==> config.mk <==
export PLATFORM = sky130hd
export DESIGN_NAME = led_pwm_fader
export DESIGN_NICKNAME = d
export VERILOG_FILES = /design/src/rtl/led_pwm_fader.sv
export SDC_FILE = /design/constraint.sdc
export NUM_CORES = 1
export LEC_CHECK = 0
export CAP_MARGIN = 10
export CORE_ASPECT_RATIO = 1.4
export CORE_MARGIN = 2
export CORE_UTILIZATION = 40
export DETAILED_ROUTE_END_ITERATION = 8
export PLACE_DENSITY_LB_ADDON = 0.25
export SETUP_SLACK_MARGIN = 0.4
export SKIP_LAST_GASP = 1
export SYNTH_ARGS = -nofsm -noshare
export SYNTH_HDL_FRONTEND = slang
export SYNTH_SLANG_ARGS = --single-unit
==> constraint.sdc <==
create_clock -name clk -period 2.7 [get_ports clk]
set_clock_uncertainty 0.2 [all_clocks]
set_input_delay 0.405 -clock clk [delete_from_list [all_inputs] [get_ports clk]]
set_output_delay 0.405 -clock clk [all_outputs]
set_load 0.03 [all_outputs]
==> src/rtl/led_pwm_fader.sv <==
// led_pwm_fader: PWM output stage for the active-low board LEDs.
// It latches the LED pattern and the duty value once per PWM period, so
// the outputs never glitch. In breathing mode a tick-driven FSM ramps the
// brightness up, holds it, ramps it down and holds it again.
// Build option: define LED_PWM_GAMMA_EN for square-law duty mapping
// (duty = level*(level+1) >> PWM_BITS); otherwise duty follows level linearly.

module led_pwm_lane (
  input  logic clk,
  input  logic rst_n,
  input  logic load,     // period boundary: capture the new pattern bit
  input  logic pat_in,
  input  logic cmp_on,   // pwm_cnt < duty, shared by all lanes
  output logic led       // active-low drive
);
  logic pat_q;

  // Pattern bit is held for the whole period; LED drive is registered
  always_ff @(posedge clk) begin
    if (!rst_n) begin
      pat_q <= 1'b0;
      led   <= 1'b1;
    end else begin
      if (load) pat_q <= pat_in;
      led <= ~(pat_q & cmp_on);
    end
  end
endmodule

module led_pwm_fader #(
  parameter int LED_COUNT  = 6,
  parameter int PWM_BITS   = 8,
  parameter int HOLD_TICKS = 4
) (
  input  logic                 clk,
  input  logic                 rst_n,
  input  logic                 tick,
  input  logic [LED_COUNT-1:0] pattern,
  input  logic                 mode,
  input  logic [PWM_BITS-1:0]  brightness,
  output logic [LED_COUNT-1:0] led_output,
  output logic [PWM_BITS-1:0]  duty,
  output logic                 period_start
);
  localparam int HW = $clog2(HOLD_TICKS + 1);
  localparam logic [PWM_BITS-1:0] LVL_MAX  = '1;
  localparam logic [PWM_BITS-1:0] CNT_LAST = {{(PWM_BITS-1){1'b1}}, 1'b0};
  localparam logic [HW-1:0]       HOLD_LAST = HW'(HOLD_TICKS - 1);

  typedef enum logic [2:0] {
    S_IDLE    = 3'd0,
    S_RISE    = 3'd1,
    S_HOLD_HI = 3'd2,
    S_FALL    = 3'd3,
    S_HOLD_LO = 3'd4
  } state_t;

  state_t              state, state_nx;
  logic [PWM_BITS-1:0] level, level_nx;
  logic [HW-1:0]       hold_cnt, hold_nx;
  logic                hold_done;
  logic [PWM_BITS-1:0] pwm_cnt;
  logic [PWM_BITS-1:0] src_level;
  logic [PWM_BITS-1:0] duty_next;
  logic                cnt_zero;
  logic                cmp_on;

  // Hold ends on the tick that brings the counter to HOLD_TICKS-1;
  // with HOLD_TICKS == 1 the first tick in a hold state ends it
  assign hold_done = (HOLD_LAST == '0) || ((hold_cnt + HW'(1)) == HOLD_LAST);

  // Fade FSM state register
  always_ff @(posedge clk) begin
    if (!rst_n) begin
      state    <= S_IDLE;
      level    <= '0;
      hold_cnt <= '0;
    end else begin
      state    <= state_nx;
      level    <= level_nx;
      hold_cnt <= hold_nx;
    end
  end

  // Fade FSM next state: static mode parks in IDLE, breathing steps on tick
  always_comb begin
    state_nx = state;
    level_nx = level;
    hold_nx  = hold_cnt;
    if (!mode) begin
      state_nx = S_IDLE;
      level_nx = brightness;
    end else begin
      case (state)
        S_IDLE: begin
          state_nx = S_RISE;
          level_nx = '0;
          hold_nx  = '0;
        end
        S_RISE: if (tick) begin
          if (level >= brightness) begin
            level_nx = brightness;
            state_nx = S_HOLD_HI;
            hold_nx  = '0;
          end else if (level != LVL_MAX) begin
            level_nx = level + 1'b1;
          end
        end
        S_HOLD_HI, S_HOLD_LO: if (tick) begin
          hold_nx = hold_cnt + 1'b1;
          if (hold_done) state_nx = (state == S_HOLD_HI) ? S_FALL : S_RISE;
        end
        S_FALL: if (tick) begin
          if (level == '0) begin
            state_nx = S_HOLD_LO;
            hold_nx  = '0;
          end else begin
            level_nx = level - 1'b1;
          end
        end
        default: state_nx = S_IDLE;
      endcase
    end
  end

  // Static mode takes brightness directly so a new period never sees a stale level
  assign src_level = mode ? level : brightness;

`ifdef LED_PWM_GAMMA_EN
  logic [2*PWM_BITS-1:0] sq;
  assign sq        = {{PWM_BITS{1'b0}}, src_level} * ({{PWM_BITS{1'b0}}, src_level} + 1'b1);
  assign duty_next = PWM_BITS'(sq >> PWM_BITS);
`else
  assign duty_next = src_level;
`endif

  assign cnt_zero = (pwm_cnt == '0);
  assign cmp_on   = (pwm_cnt < duty);

  // PWM period counter and per-period duty latch
  always_ff @(posedge clk) begin
    if (!rst_n) begin
      pwm_cnt      <= '0;
      duty         <= '0;
      period_start <= 1'b0;
    end else begin
      period_start <= cnt_zero;
      if (cnt_zero) duty <= duty_next;
      pwm_cnt <= (pwm_cnt == CNT_LAST) ? '0 : pwm_cnt + 1'b1;
    end
  end

  genvar i;
  generate
    for (i = 0; i < LED_COUNT; i++) begin : g_lane
      led_pwm_lane u_lane (
        .clk    (clk),
        .rst_n  (rst_n),
        .load   (cnt_zero),
        .pat_in (pattern[i]),
        .cmp_on (cmp_on),
        .led    (led_output[i])
      );
    end
  endgenerate
endmodule

==> results of run 1 <==
[cell type report]
cell class	instances	area [µm²]
clock buffer	6	72.57
clock inverter	2	60.06
fill	688	3297
inverter	26	97.59
multi-input combinational	241	1788
sequential	43	869.6
tap	95	118.9
timing repair buffer	67	588.1
[worst max-delay path, stage by stage]
cell           delay (ps)
dlygate4sd2_1         250
inv_1                  70
ha_1                  330
nand4_1               140
nor2_2                 80
a211o_4               380
a211o_4               350
o211a_1               150
o22ai_1               140
[worst paths after layout]
path / cells after the start / slack [ps] / to
worst min-delay path: 1 / 180 / g_lane[4].u_lane.led$_SDFF_PN1_
worst min register to register: 1 / 180 / g_lane[4].u_lane.led$_SDFF_PN1_
worst max register to register: 7 / 450 / hold_cnt[2]$_SDFFE_PN0P_
worst max-delay path: 9 / 440 / hold_cnt[2]$_SDFFE_PN0P_
[layout by cell type (no fill, tap or decap), types with 8 or more instances in the layout]
| cell type | netlist | routed |
|---|---|---|
| nor2b_1 | 11 | 10 |
| dlygate4sd2_1 | 0 | 8 |
| o211a_1 | 9 | 9 |
| o21ai_0 | 12 | 8 |
| buf_4 | 9 | 31 |
| dfxtp_1 | 43 | 38 |
| ha_1 | 23 | 20 |
| nand3_1 | 14 | 14 |
| inv_1 | 26 | 23 |
| nand2_1 | 44 | 43 |
| a21oi_1 | 8 | 8 |
| clkdlybuf4s50_1 | 0 | 24 |
| nor2_1 | 24 | 21 |
| xnor2_1 | 8 | 8 |
| mux2i_1 | 9 | 9 |
[sequential cells by signal (all words and copies together), names as in the netlist]
register	cells
duty	8
g_lane.u_lane.led	6
g_lane.u_lane.pat_q	6
hold_cnt	3
level	8
period_start	1
pwm_cnt	8
state	3
[per-layer routing]
layer  GRT usage  up-vias
li1            -     1268
met1      0.2082     1231
met2      0.3590       73
met3     0.03101       22
met4     0.08104        0
met5           0        -
[kinds of logic (layout without fill, tap and decap cells)]
logic type / Yosys count / after routing
AND/OR/NAND/NOR: 116 / 116
XOR/XNOR: 15 / 15
flip-flops: 43 / 43
adder cells (fa/ha/maj): 23 / 23
AO/OA/AOI/OAI: 77 / 78
buffers and inverters: 49 / 101
multiplexers: 9 / 9
[what timing repair did]
item | 4_1_cts | 5_1_grt
endpoints found under the hold margin | 0 | 0
pin swaps | 8 | 9
cloned | 1 | 0
hold buffers | 0 | 0
setup endpoints to repair | 14 | 21
setup buffers | 0 | 5
resized for setup | 27 | 12
[power breakdown]
group          internal (mW)  leakage (nW)  switching (mW)
combinational          0.251          1.13           0.282
clock                  0.370        0.0654           0.237
sequential             0.681         0.355          0.0388
==> impl_metrics.env, run 1 <==
export IMPL_syn_area_um2=2828
export IMPL_synth_top_family_by_area="simple AND/OR/NAND/NOR gates"
export IMPL_grt_pass1_wl_mm=11.54
export IMPL_cts_sinks=43
export IMPL_netlist_top_cells_area="dfxtp_1 30%, ha_1 10%, nand2_1 5.8%"
export IMPL_gr_usage_all_layers=0.1920
export IMPL_crit_fanout=7
export IMPL_dr_wl_met2_mm=3.842
export IMPL_num_vias=2594
export IMPL_first_iter_violations=140
export IMPL_h_tree_depth=2
export IMPL_wirelength_met1_mm=2.860
export IMPL_pre_cts_ws_ps=-150.1
export IMPL_maxCapViolCount=0
export IMPL_synth_top_cell_by_area="dfxtp_1"
export IMPL_hold_slack_ps=183.7
export IMPL_ant_nets=0
export IMPL_synth_seq_area_share=0.3044
export IMPL_drc_errors=0
export IMPL_avgSynthCellArea_um2=8.517
export IMPL_clkLatencyLatePin_ps=300
export IMPL_synth_seq_cells=43
export IMPL_cts_buffers=5
export IMPL_path_clk_slew_ps=80
export IMPL_fin_tns_setup_ps=0
export IMPL_crit_path_start="brightness[6]"
export IMPL_initial_core_util=0.4103
export IMPL_portBuffers=32
export IMPL_rsz0062_at_grt="true"
export IMPL_setup_viol=0
export IMPL_synth_main_ff_cell="dfxtp_1"
export IMPL_yosys_area_share_simple=0.2066
export IMPL_worst_setup_path_end_kind="flip-flop"
export IMPL_final_util=0.5216
export IMPL_cellPowerDensity_nw_per_um2=517.4
export IMPL_tritoncts="done"
export IMPL_place_gp_congestion=0.9154
export IMPL_synthCells=332
export IMPL_grt_pass1_vias=2454
export IMPL_tightest_slew_ps=530.6
export IMPL_gr_total_overflow=0
export IMPL_synth_edff_count=0
export IMPL_ios=33
export IMPL_place_area_um2=3322
export IMPL_ir_worst_vdd_v=0.0002418
export IMPL_max_freq_mhz=442.4
export IMPL_muxShareOfSynthArea=0.03186
export IMPL_ys_async_sr_fraction=0
export IMPL_hold_viol_final=0
export IMPL_required_ps=2730
export IMPL_die_w_um=75.06
export IMPL_synth_compound_area_frac=0.2031
export IMPL_synthTopCellsByCount="44 x nand2_1, 43 x dfxtp_1, 26 x inv_1, 24 x nor2_1, 23 x ha_1"
export IMPL_syn2layout_area_growth_pct=27.12
export IMPL_synthDominantCellAreaShare=0.3044
export IMPL_wl_mm=7.169
export IMPL_top_layer="met4"
export IMPL_fp_dieH_um=103.5
export IMPL_firstDrtPassIters=4
export IMPL_fin_nets=425
export IMPL_hp_start="g_lane[4].u_lane.pat_q$_SDFFE_PN0P_"
export IMPL_worstSetupPathType="in -> reg"
export IMPL_final_area_um2=3595
export IMPL_worst_endpoint_arrival_ps=2290
export IMPL_p_leak_nw=1.549
export IMPL_rows=36
export IMPL_clock_root_buffer="clkbuf_8"
export IMPL_total_power_mw=1.860
export IMPL_route_met3_wl_um=250
export IMPL_antenna_found_initial=0
export IMPL_hp_class="reg -> reg"
export IMPL_layout_drive_gt1_share=0.2104
export IMPL_avgViaCountPerCell=5.404
export IMPL_start_kind="primary input"
export IMPL_status="complete, no violations"
export IMPL_ys_types=60
export IMPL_worst_slew_margin_rel=0.6439
export IMPL_dp_cells=466
export IMPL_finalCritPeriodShare=0.8372
export IMPL_synth_fa_ha_area_frac=0.1018
export IMPL_place_hpwl_mm=5.288
export IMPL_min_period_ps=2260
export IMPL_syn_num_nets=373
export IMPL_die_area_um2=7768
export IMPL_finalMaxSlewViolations=0
export IMPL_wl_per_cell_um=14.94
export IMPL_synth_most_common_cell="nand2_1"
export IMPL_core_um2=6892
export IMPL_clockBufferDepth=2
export IMPL_yosysWarnings=0
export IMPL_num_antenna_cells=0
export IMPL_grt_start_max_net_pins=24
export IMPL_fin_cells=480
export IMPL_worst_slack_ps=439.6
export IMPL_rr_startpoint="level[1]$_SDFFE_PN0P_"
export IMPL_synthXorXnorAreaFrac=0.04646
(Power assumes the default switching activity.)
==> run 2: changes to the inputs <==
==> constraint.sdc (replaced) <==
create_clock -name clk -period 2.05 [get_ports clk]
set_clock_uncertainty 0.2 [all_clocks]
set_input_delay 0.3075 -clock clk [delete_from_list [all_inputs] [get_ports clk]]
set_output_delay 0.3075 -clock clk [all_outputs]
set_load 0.03 [all_outputs]
==> impl_metrics.env, run 2 (synthesis gave the netlist of run 1 again) <==
export IMPL_status="finished with violations"
export IMPL_failed_checks="setup timing"
export IMPL_tightest_slew_ps=440.9
export IMPL_setup_viol=19
export IMPL_path_buf_inv=1
export IMPL_fin_cells=504
export IMPL_place_area_um2=3557
export IMPL_worst_slew_margin_rel=0.7051
export IMPL_h_tree_depth=2
export IMPL_wl_mm=7.696
export IMPL_worst_setup_path_end_kind="flip-flop"
export IMPL_rows=36
export IMPL_crit_fanout=3
export IMPL_worst_endpoint_arrival_ps=2270
export IMPL_maxCapViolCount=0
export IMPL_worstSetupPathType="reg -> reg"
export IMPL_core_um2=6892
export IMPL_max_freq_mhz=444.3
export IMPL_first_iter_violations=98
export IMPL_die_area_um2=7768
export IMPL_worst_slack_ps=-200.9
export IMPL_fin_nets=449
export IMPL_hold_buffers=0
export IMPL_place_hpwl_mm=5.290
export IMPL_firstDrtPassIters=5
export IMPL_clkLatencyLatePin_ps=310
export IMPL_final_util=0.5817
export IMPL_required_ps=2070
export IMPL_final_common_cell="buf_4"
export IMPL_num_vias=2648
export IMPL_syn2layout_area_growth_pct=41.77
export IMPL_grt_pass1_wl_mm=12.16
export IMPL_path_clk_slew_ps=90
export IMPL_ant_nets=0
export IMPL_hold_slack_ps=183.0
export IMPL_num_antenna_cells=0
export IMPL_fin_tns_setup_ps=-1346
export IMPL_ir_worst_vdd_v=0.0003086
export IMPL_portBuffers=32
export IMPL_fp_dieH_um=103.5
export IMPL_antenna_found_initial=0
export IMPL_hp_class="reg -> reg"
export IMPL_clockBufferDepth=2
export IMPL_p_leak_nw=1.759
export IMPL_crit_path_start="level[5]$_SDFFE_PN0P_"
export IMPL_cellPowerDensity_nw_per_um2=604.8
export IMPL_rsz0062_at_grt="true"
export IMPL_dp_cells=485
export IMPL_pre_cts_ws_ps=-766.6
export IMPL_grt_pass1_vias=2659
export IMPL_die_w_um=75.06
export IMPL_initial_core_util=0.4103
export IMPL_cp_top_family="simple AND/OR/NAND/NOR gates"
export IMPL_gr_usage_all_layers=0.2036
export IMPL_crit_slowest_cell="or4_4"
export IMPL_layout_drive_gt1_share=0.3521
export IMPL_final_cell_mix="47 x buf_4, 38 x nand2_1, 27 x dfxtp_1, 21 x nor2_1, 21 x dlygate4sd2_1"
export IMPL_finalMaxSlewViolations=0
export IMPL_rr_startpoint="level[5]$_SDFFE_PN0P_"
export IMPL_grt_start_max_net_pins=24
export IMPL_ios=33
export IMPL_finalCritPeriodShare=1.098
export IMPL_clock_root_buffer="clkbuf_8"
export IMPL_min_period_ps=2251
export IMPL_wl_per_cell_um=15.27
export IMPL_place_gp_congestion=0.9303
export IMPL_hp_start="g_lane[4].u_lane.pat_q$_SDFFE_PN0P_"
export IMPL_cts_buffers=5
export IMPL_critical_path_max_stage_delay_ps=520
export IMPL_start_kind="flip-flop"
export IMPL_path_cells="buf_4 > or4_4 > nor4_4 > xor2_1 > a22o_1 > o22ai_1 > o32ai_2"
export IMPL_drc_errors=0
export IMPL_hold_viol_final=0
export IMPL_cts_sinks=43
export IMPL_total_power_mw=2.424
export IMPL_avgViaCountPerCell=5.254
export IMPL_final_area_um2=4009
export IMPL_reg_largest_list="duty x8, level x8, pwm_cnt x8"
export IMPL_tritoncts="done"
export IMPL_gr_total_overflow=0
## run 2: cell count changes in the layout (fill, tap and decap cells not counted), sizes merged
cell and change:
buf +22, clkdlybuf4s15 +2, clkdlybuf4s50 -15, clkbuf +2, dlygate4sd2 +13, clkinv +2, bufinv -2
## run 2: final cells by class
class	count	area [µm²]
flip-flops and latches	43	890.9
repair buffers	91	818.3
well taps	95	118.9
inverters	26	102.6
fillers	614	2883
clock buffers	6	93.84
clock inverters	2	13.76
multi-input cells	241	1971
## run 2: path summary, 6_finish.rpt
path / to / slack (ps) / cells after the start
worst max-delay path: level[7]$_SDFFE_PN0P_ / -200 / 7
worst min-delay path: g_lane[4].u_lane.led$_SDFF_PN1_ / 180 / 1
worst max register to register: level[7]$_SDFFE_PN0P_ / -200 / 7
worst min register to register: g_lane[4].u_lane.led$_SDFF_PN1_ / 180 / 1
## run 2: routing by layer
layer | track usage | vias up | wire, µm
met1 | 0.2235 | 1228 | 2965
met4 | 0.1264 | 0 | 350
met3 | 0.03585 | 31 | 219
met2 | 0.3556 | 69 | 4161
li1 | - | 1320 | -
met5 | 0 | - | 0
## run 2: timing repair
item,in CTS,in global routing
gates resized for setup,56,30
gates cloned,1,3
buffers inserted,5,2
endpoints found under the setup margin,58,45
pin swaps,20,19
## run 2: power breakdown
group / leakage, nW / internal (mW) / switching, mW
registers: 0.360 / 0.900 / 0.0416
logic: 1.34 / 0.413 / 0.427
clock network: 0.0563 / 0.314 / 0.327
total: 1.76 / 1.63 / 0.796
## run 2: worst reg2reg max path, delay by kind of cell, from the launching register on
kind | cells | cell delay [ps]
buffers and inverters | 1 | 140
DFF | 1 | 350
xor gates and xnor gates | 1 | 240
AOI/OAI and AO/OA | 3 | 530
and+or+nand+nor | 2 | 700
